$ cat config.mk
export PLATFORM = sky130hd
export DESIGN_NAME = ser_add_arb
export DESIGN_NICKNAME = d
export VERILOG_FILES = /design/src/rtl/ser_add_arb_pkg.sv /design/src/rtl/ser_add_arb_rr_arb2.sv /design/src/rtl/ser_add_arb.sv
export SDC_FILE = /design/constraint.sdc
export NUM_CORES = 1
export LEC_CHECK = 0
export BUFFER_PORTS_ARGS = -buffer_cell sky130_fd_sc_hd__buf_2
export CAP_MARGIN = 20
export CORE_UTILIZATION = 49
export CTS_BUF_LIST = sky130_fd_sc_hd__clkbuf_16
export DETAILED_ROUTE_END_ITERATION = 6
export PLACE_DENSITY = 0.8
export RECOVER_POWER = 25
export SLEW_MARGIN = 20
export SYNTH_ARGS = -nofsm -noshare
export SYNTH_HDL_FRONTEND = slang
export SYNTH_HIERARCHICAL = 1
export SYNTH_SLANG_ARGS = --single-unit
$ cat constraint.sdc
create_clock -name clk -period 2.4 [get_ports clk]
set_clock_uncertainty 0.2 [all_clocks]
set_input_delay 0.72 -clock clk [delete_from_list [all_inputs] [get_ports clk]]
set_output_delay 0.72 -clock clk [all_outputs]
set_load 0.05 [all_outputs]
$ cat src/rtl/ser_add_arb_pkg.sv
// Shared types and defaults for the serial-adder sequencer/arbiter.
// The state encoding is fixed so that state dumps stay comparable across revisions.
package ser_add_arb_pkg;

    localparam int W_DEF  = 16;
    localparam int CW_DEF = 5;

    typedef enum logic [1:0] {
        IDLE  = 2'd0,
        LOAD  = 2'd1,
        SHIFT = 2'd2,
        DONE  = 2'd3
    } state_t;

endpackage

$ cat src/rtl/ser_add_arb_rr_arb2.sv
// Two-input round-robin arbiter, purely combinational.
// The pointer (last served requester) lives in the parent so it only moves on completion.
module rr_arb2 (
    input  logic [1:0] req,
    input  logic       rr_last,
    output logic [1:0] gnt
);

    always_comb begin
        gnt = 2'b00;
        case (req)
            2'b01:   gnt = 2'b01;
            2'b10:   gnt = 2'b10;
            2'b11:   gnt = rr_last ? 2'b01 : 2'b10;
            default: gnt = 2'b00;
        endcase
    end

endmodule

$ cat src/rtl/ser_add_arb.sv
// Sequences one bit-serial adder and shares it between two requesters.
// Each operation: grant, one parallel-load cycle, W shift cycles, one done cycle.
//
// state | meaning
// IDLE  | sample req, grant a winner and latch its operands
// LOAD  | add_mode=1, adder loads add_in1/add_in2 on this edge
// SHIFT | collect add_sum LSB first, W cycles
// DONE  | publish result, pulse done to the owner, move rr pointer
module ser_add_arb
    import ser_add_arb_pkg::*;
#(
    parameter int W  = W_DEF,
    parameter int CW = CW_DEF
) (
    input  logic         clk,
    input  logic         reset,
    input  logic [1:0]   req,
    input  logic [W-1:0] a0,
    input  logic [W-1:0] b0,
    input  logic [W-1:0] a1,
    input  logic [W-1:0] b1,
    output logic [1:0]   gnt,
    output logic [1:0]   done,
    output logic [W-1:0] result,
    output logic         busy,
    output logic         add_mode,
    output logic [W-1:0] add_in1,
    output logic [W-1:0] add_in2,
    input  logic         add_sum
);

    state_t        state;
    state_t        state_nxt;
    logic [CW-1:0] cnt;
    logic          owner;
    logic          rr_last;
    logic [W-1:0]  op_a;
    logic [W-1:0]  op_b;
    logic [W-1:0]  result_shift;
    logic [1:0]    arb_gnt;

    rr_arb2 u_rr_arb2 (
        .req     (req),
        .rr_last (rr_last),
        .gnt     (arb_gnt)
    );

    assign add_in1 = op_a;
    assign add_in2 = op_b;
    assign busy    = (state != IDLE);

    always_comb begin
        state_nxt = state;
        gnt       = 2'b00;
        done      = 2'b00;
        add_mode  = 1'b0;
        case (state)
            IDLE: begin
                gnt = arb_gnt;
                if (arb_gnt != 2'b00) state_nxt = LOAD;
            end
            LOAD: begin
                add_mode  = 1'b1;
                state_nxt = SHIFT;
            end
            SHIFT: begin
                if (cnt == CW'(W - 1)) state_nxt = DONE;
            end
            DONE: begin
                done      = owner ? 2'b10 : 2'b01;
                state_nxt = IDLE;
            end
            default: state_nxt = IDLE;
        endcase
    end

    always_ff @(posedge clk) begin
        if (reset) begin
            state        <= IDLE;
            cnt          <= '0;
            owner        <= 1'b0;
            rr_last      <= 1'b1;
            op_a         <= '0;
            op_b         <= '0;
            result_shift <= '0;
            result       <= '0;
        end else begin
            state <= state_nxt;
            case (state)
                IDLE: begin
                    if (arb_gnt != 2'b00) begin
                        owner <= arb_gnt[1];
                        op_a  <= arb_gnt[1] ? a1 : a0;
                        op_b  <= arb_gnt[1] ? b1 : b0;
                    end
                end
                LOAD: cnt <= '0;
                SHIFT: begin
                    // add_sum is LSB first, so shift in from the top
                    result_shift <= {add_sum, result_shift[W-1:1]};
                    cnt          <= cnt + CW'(1);
                end
                DONE: begin
                    result  <= result_shift;
                    rr_last <= owner;
                end
                default: ;
            endcase
        end
    end

endmodule
==> metrics.json <==
{
  "finalSetupViolCount": {"value": 0},
  "combinationalPowerShare": {"value": 0.437},
  "startpoint_class_of_the_critical_path": {"value": "input port"},
  "rr_startpoint": {"value": "state[0]"},
  "max-slew-margin-rel": {"value": 0.224},
  "critical_path.max_fanout": {"value": 2},
  "htree_levels": {"value": 3},
  "antenna_found_initial": {"value": 0},
  "status": {"value": "finished, final reports clean"},
  "worstHoldPathCells": {"value": 2},
  "intPower": {"value": 0.00274, "unit": "W"},
  "placement.io_buffers": {"value": 122},
  "ratio_of_cells_with_drive_above_1_in_the_final_layout": {"value": 0.426},
  "num-nets-final": {"value": 501},
  "yosys-top-cells-area": {"value": "sky130_fd_sc_hd__dfxtp_1 (45%), sky130_fd_sc_hd__mux2i_1 (20%), sky130_fd_sc_hd__a211oi_2 (12%), sky130_fd_sc_hd__nor2_1 (7.8%), sky130_fd_sc_hd__buf_6 (2.8%)"},
  "final.setup.tns": {"value": 0, "unit": "ps"},
  "vias_per_cell": {"value": 5.05},
  "synth_most_common_cell": {"value": "sky130_fd_sc_hd__dfxtp_1"},
  "clock_root_buffer": {"value": "sky130_fd_sc_hd__clkbuf_16"},
  "yosysTopAreaCellShare": {"value": 0.453},
  "timing.final.max_slew_violations": {"value": 0},
  "setup.worst_path.start": {"value": "req[0]"},
  "crit_end": {"value": "gnt[0]"},
  "setup.reg_to_reg.worst_slack": {"value": 490, "unit": "ps"},
  "fp.dieW": {"value": 83.2, "unit": "um"},
  "detail_route.first_pass.iterations": {"value": 4},
  "initial_core_util": {"value": 0.508},
  "die_area": {"value": 6920, "unit": "um^2"},
  "power.switching_fraction": {"value": 0.422},
  "worst-r2r-cell-count": {"value": 5},
  "share_clk_of_total_power": {"value": 0.245},
  "crit_path_end_kind": {"value": "output pin"},
  "clkLatencyLatePin": {"value": 320, "unit": "ps"},
  "hpwlAfterDp": {"value": 4.76, "unit": "mm"},
  "synthArstFlopShare": {"value": 0},
  "design.portCount": {"value": 123},
  "fin_crit_sh": {"value": 0.967},
  "placementRows": {"value": 29},
  "regArea": {"value": 1460, "unit": "um^2"},
  "power.share.sequential": {"value": 0.319},
  "synthToLayoutAreaGrowth": {"value": 29.0, "unit": "%"},
  "syn_inst": {"value": 305},
  "via_count_of_the_first_global_routing_pass": {"value": 2472},
  "antenna_violating_nets_post_route": {"value": 0},
  "timing.critical_path.cells": {"value": "buf_2, a21boi_1, nand2_1, inv_1, clkbuf_4"},
  "net-switching-power": {"value": 0.00200, "unit": "W"},
  "worst-slew-pin-transition": {"value": 1160, "unit": "ps"},
  "wirelength": {"value": 6.47, "unit": "mm"},
  "synth_top_cell_by_area": {"value": "sky130_fd_sc_hd__dfxtp_1"},
  "ys_seq_elements": {"value": 73},
  "yosys_warnings": {"value": 6},
  "placer_s_final_routability_congestion_estimate": {"value": 0.734},
  "tritoncts": {"value": "built"},
  "ys_types": {"value": 32},
  "grt_max_degree": {"value": 41},
  "die-height": {"value": 83.2, "unit": "um"},
  "core_area": {"value": 6350, "unit": "um^2"},
  "reg2reg_to": {"value": "result_shift[12]"},
  "timing_hold_violations_final": {"value": 0},
  "total_power": {"value": 0.00475, "unit": "W"},
  "synthesis.nets": {"value": 380},
  "cts_buffers": {"value": 9},
  "rsz0062_at_grt": {"value": "false"},
  "wire_per_inst": {"value": 12.8, "unit": "um"},
  "cp.required": {"value": 1480, "unit": "ps"},
  "clockBufferDepth": {"value": 2},
  "hold_path_class": {"value": "reg2reg"},
  "power_leakage": {"value": 1.84, "unit": "nW"},
  "postLayoutSetupSlackWorst": {"value": 79.2, "unit": "ps"},
  "n_fill_cell": {"value": 535},
  "synth.cell_area": {"value": 3230, "unit": "um^2"},
  "remaining_drc_errors": {"value": 0},
  "power_per_cell_area": {"value": 1140, "unit": "nW/um^2"},
  "dp_worst_setup_slack": {"value": 38.6, "unit": "ps"},
  "route.vias.total": {"value": 2559},
  "grt_first_pass_wirelength": {"value": 11.0, "unit": "mm"},
  "number_of_enable_type_register_cells_in_the_synthesized_netlist": {"value": 0},
  "synth_common_cells": {"value": "sky130_fd_sc_hd__dfxtp_1 (73), sky130_fd_sc_hd__nor2_1 (67), sky130_fd_sc_hd__mux2i_1 (65)"},
  "num_antenna_cells": {"value": 0},
  "timing.max_cap.violations": {"value": 0},
  "gr-usage-all-layers": {"value": 0.199},
  "post_synth.cell_area_avg": {"value": 10.6, "unit": "um^2"},
  "clk_pin_slew": {"value": 50, "unit": "ps"},
  "path_class": {"value": "in2out"},
  "synth-seq-area-share": {"value": 0.453},
  "vdd.ir_drop.worst": {"value": 0.668, "unit": "mV"},
  "clock_sink_count": {"value": 73},
  "globalRoute.totalOverflow": {"value": 0},
  "multi_input_comb_area": {"value": 1580, "unit": "um^2"},
  "crit_path_top_delay_cell": {"value": "sky130_fd_sc_hd__clkbuf_4"},
  "crit_arrival": {"value": 1400, "unit": "ps"},
  "dr.first_iter.drc_count": {"value": 50},
  "fmaxAchievable": {"value": 0.431, "unit": "GHz"},
  "synth-main-ff-cell": {"value": "sky130_fd_sc_hd__dfxtp_1"},
  "cp_slowest_stage_delay": {"value": 220, "unit": "ps"},
  "final_period_minus_worst_setup_slack": {"value": 2320, "unit": "ps"}
}
[power by group through the flow]
stage	Sequential (W)	Clock [W]	Combinational [W]
after detailed placement	0.00154	0	0.00208
after global placement	0.00153	0	0.00204
after CTS	0.00151	0.00120	0.00209
after floorplan	0.00212	0	0.00116
final	0.00151	0.00116	0.00207
after global routing	0.00154	0.00125	0.00221
[layer usage]
layer	routed length [um]	vias to the layer above	GRT usage	share of wire
met3	480	8	0.0616	0.074
met1	2630	1175	0.208	0.41
met4	116	0	0.100	0.018
met2	3240	85	0.358	0.50
met5	0	-	0	0
li1	-	1291	-	-
[stage by stage]
| step | hold WS (ps) | cells | cell area (um^2) | util |
|---|---|---|---|---|
| global placement | 271 | 492 | 3910 | 0.616 |
| finish | 290 | 507 | 4160 | 0.656 |
| CTS | 296 | 507 | 4180 | 0.658 |
| floorplan | 256 | 305 | 3240 | - |
| detailed placement | 279 | 492 | 3910 | 0.616 |
| global route | 319 | 507 | 4160 | 0.656 |
[flip-flops by register name, indices dropped and copies added, names as in the netlist]
signal        flops
state             2
add_in1          16
cnt               5
add_in2          16
result           16
result_shift     16
owner             1
rr_last           1
[how the worst min path moves through the flow]
stage                from         end
2_1_floorplan     rr_last     rr_last
3_3_place_gp       cnt[1]      cnt[1]
3_5_place_dp       cnt[1]      cnt[1]
4_1_cts        result[13]  result[13]
5_1_grt         result[4]   result[4]
6_report       result[13]  result[13]
[cell families after synthesis]
| group | count (synthesis) | share of synthesized area |
|---|---|---|
| and+or+nand+nor | 83 | 0.105 |
| AOI/OAI and AO/OA | 45 | 0.151 |
| DFF | 73 | 0.453 |
| adders and majority gates | 6 | 0.0233 |
| buffers and inverters | 32 | 0.0628 |
| muxes | 66 | 0.205 |
[placed cells by master, fill, tap and decap left out, types with 3 or more instances in the layout]
master / synthesis / layout
sky130_fd_sc_hd__buf_12: 0 / 3
sky130_fd_sc_hd__a211oi_2: 32 / 32
sky130_fd_sc_hd__buf_4: 4 / 6
sky130_fd_sc_hd__mux2i_1: 65 / 65
sky130_fd_sc_hd__dfxtp_1: 73 / 73
sky130_fd_sc_hd__nand3_1: 3 / 3
sky130_fd_sc_hd__buf_2: 3 / 119
sky130_fd_sc_hd__nand2_1: 4 / 4
sky130_fd_sc_hd__clkbuf_16: 0 / 9
sky130_fd_sc_hd__nor2_1: 67 / 67
sky130_fd_sc_hd__a21oi_1: 4 / 4
sky130_fd_sc_hd__inv_1: 7 / 8
sky130_fd_sc_hd__ha_1: 6 / 6
[worst max-delay path: cells and delay by family]
kind / cells / cell delay [ps]
AO/OA/AOI/OAI: 1 / 190
buffers and inverters: 3 / 390
AND/OR/NAND/NOR: 1 / 90
[timing repair]
action | in CTS | in global routing
setup buffers | 0 | 0
endpoints found under the setup margin | 0 | 2
hold buffers | 0 | 0
resized for setup | 0 | 2
[final cells by class]
| type | count | share of cell area |
|---|---|---|
| multi-input combinational | 200 | 0.379 |
| sequential | 73 | 0.351 |
| timing repair buffer | 133 | 0.175 |
| clock buffer | 9 | 0.0541 |
| tap | 77 | 0.0231 |
| clock inverter | 6 | 0.00902 |
| inverter | 9 | 0.00812 |
No activity file was read; power rests on OpenSTA's default activity.
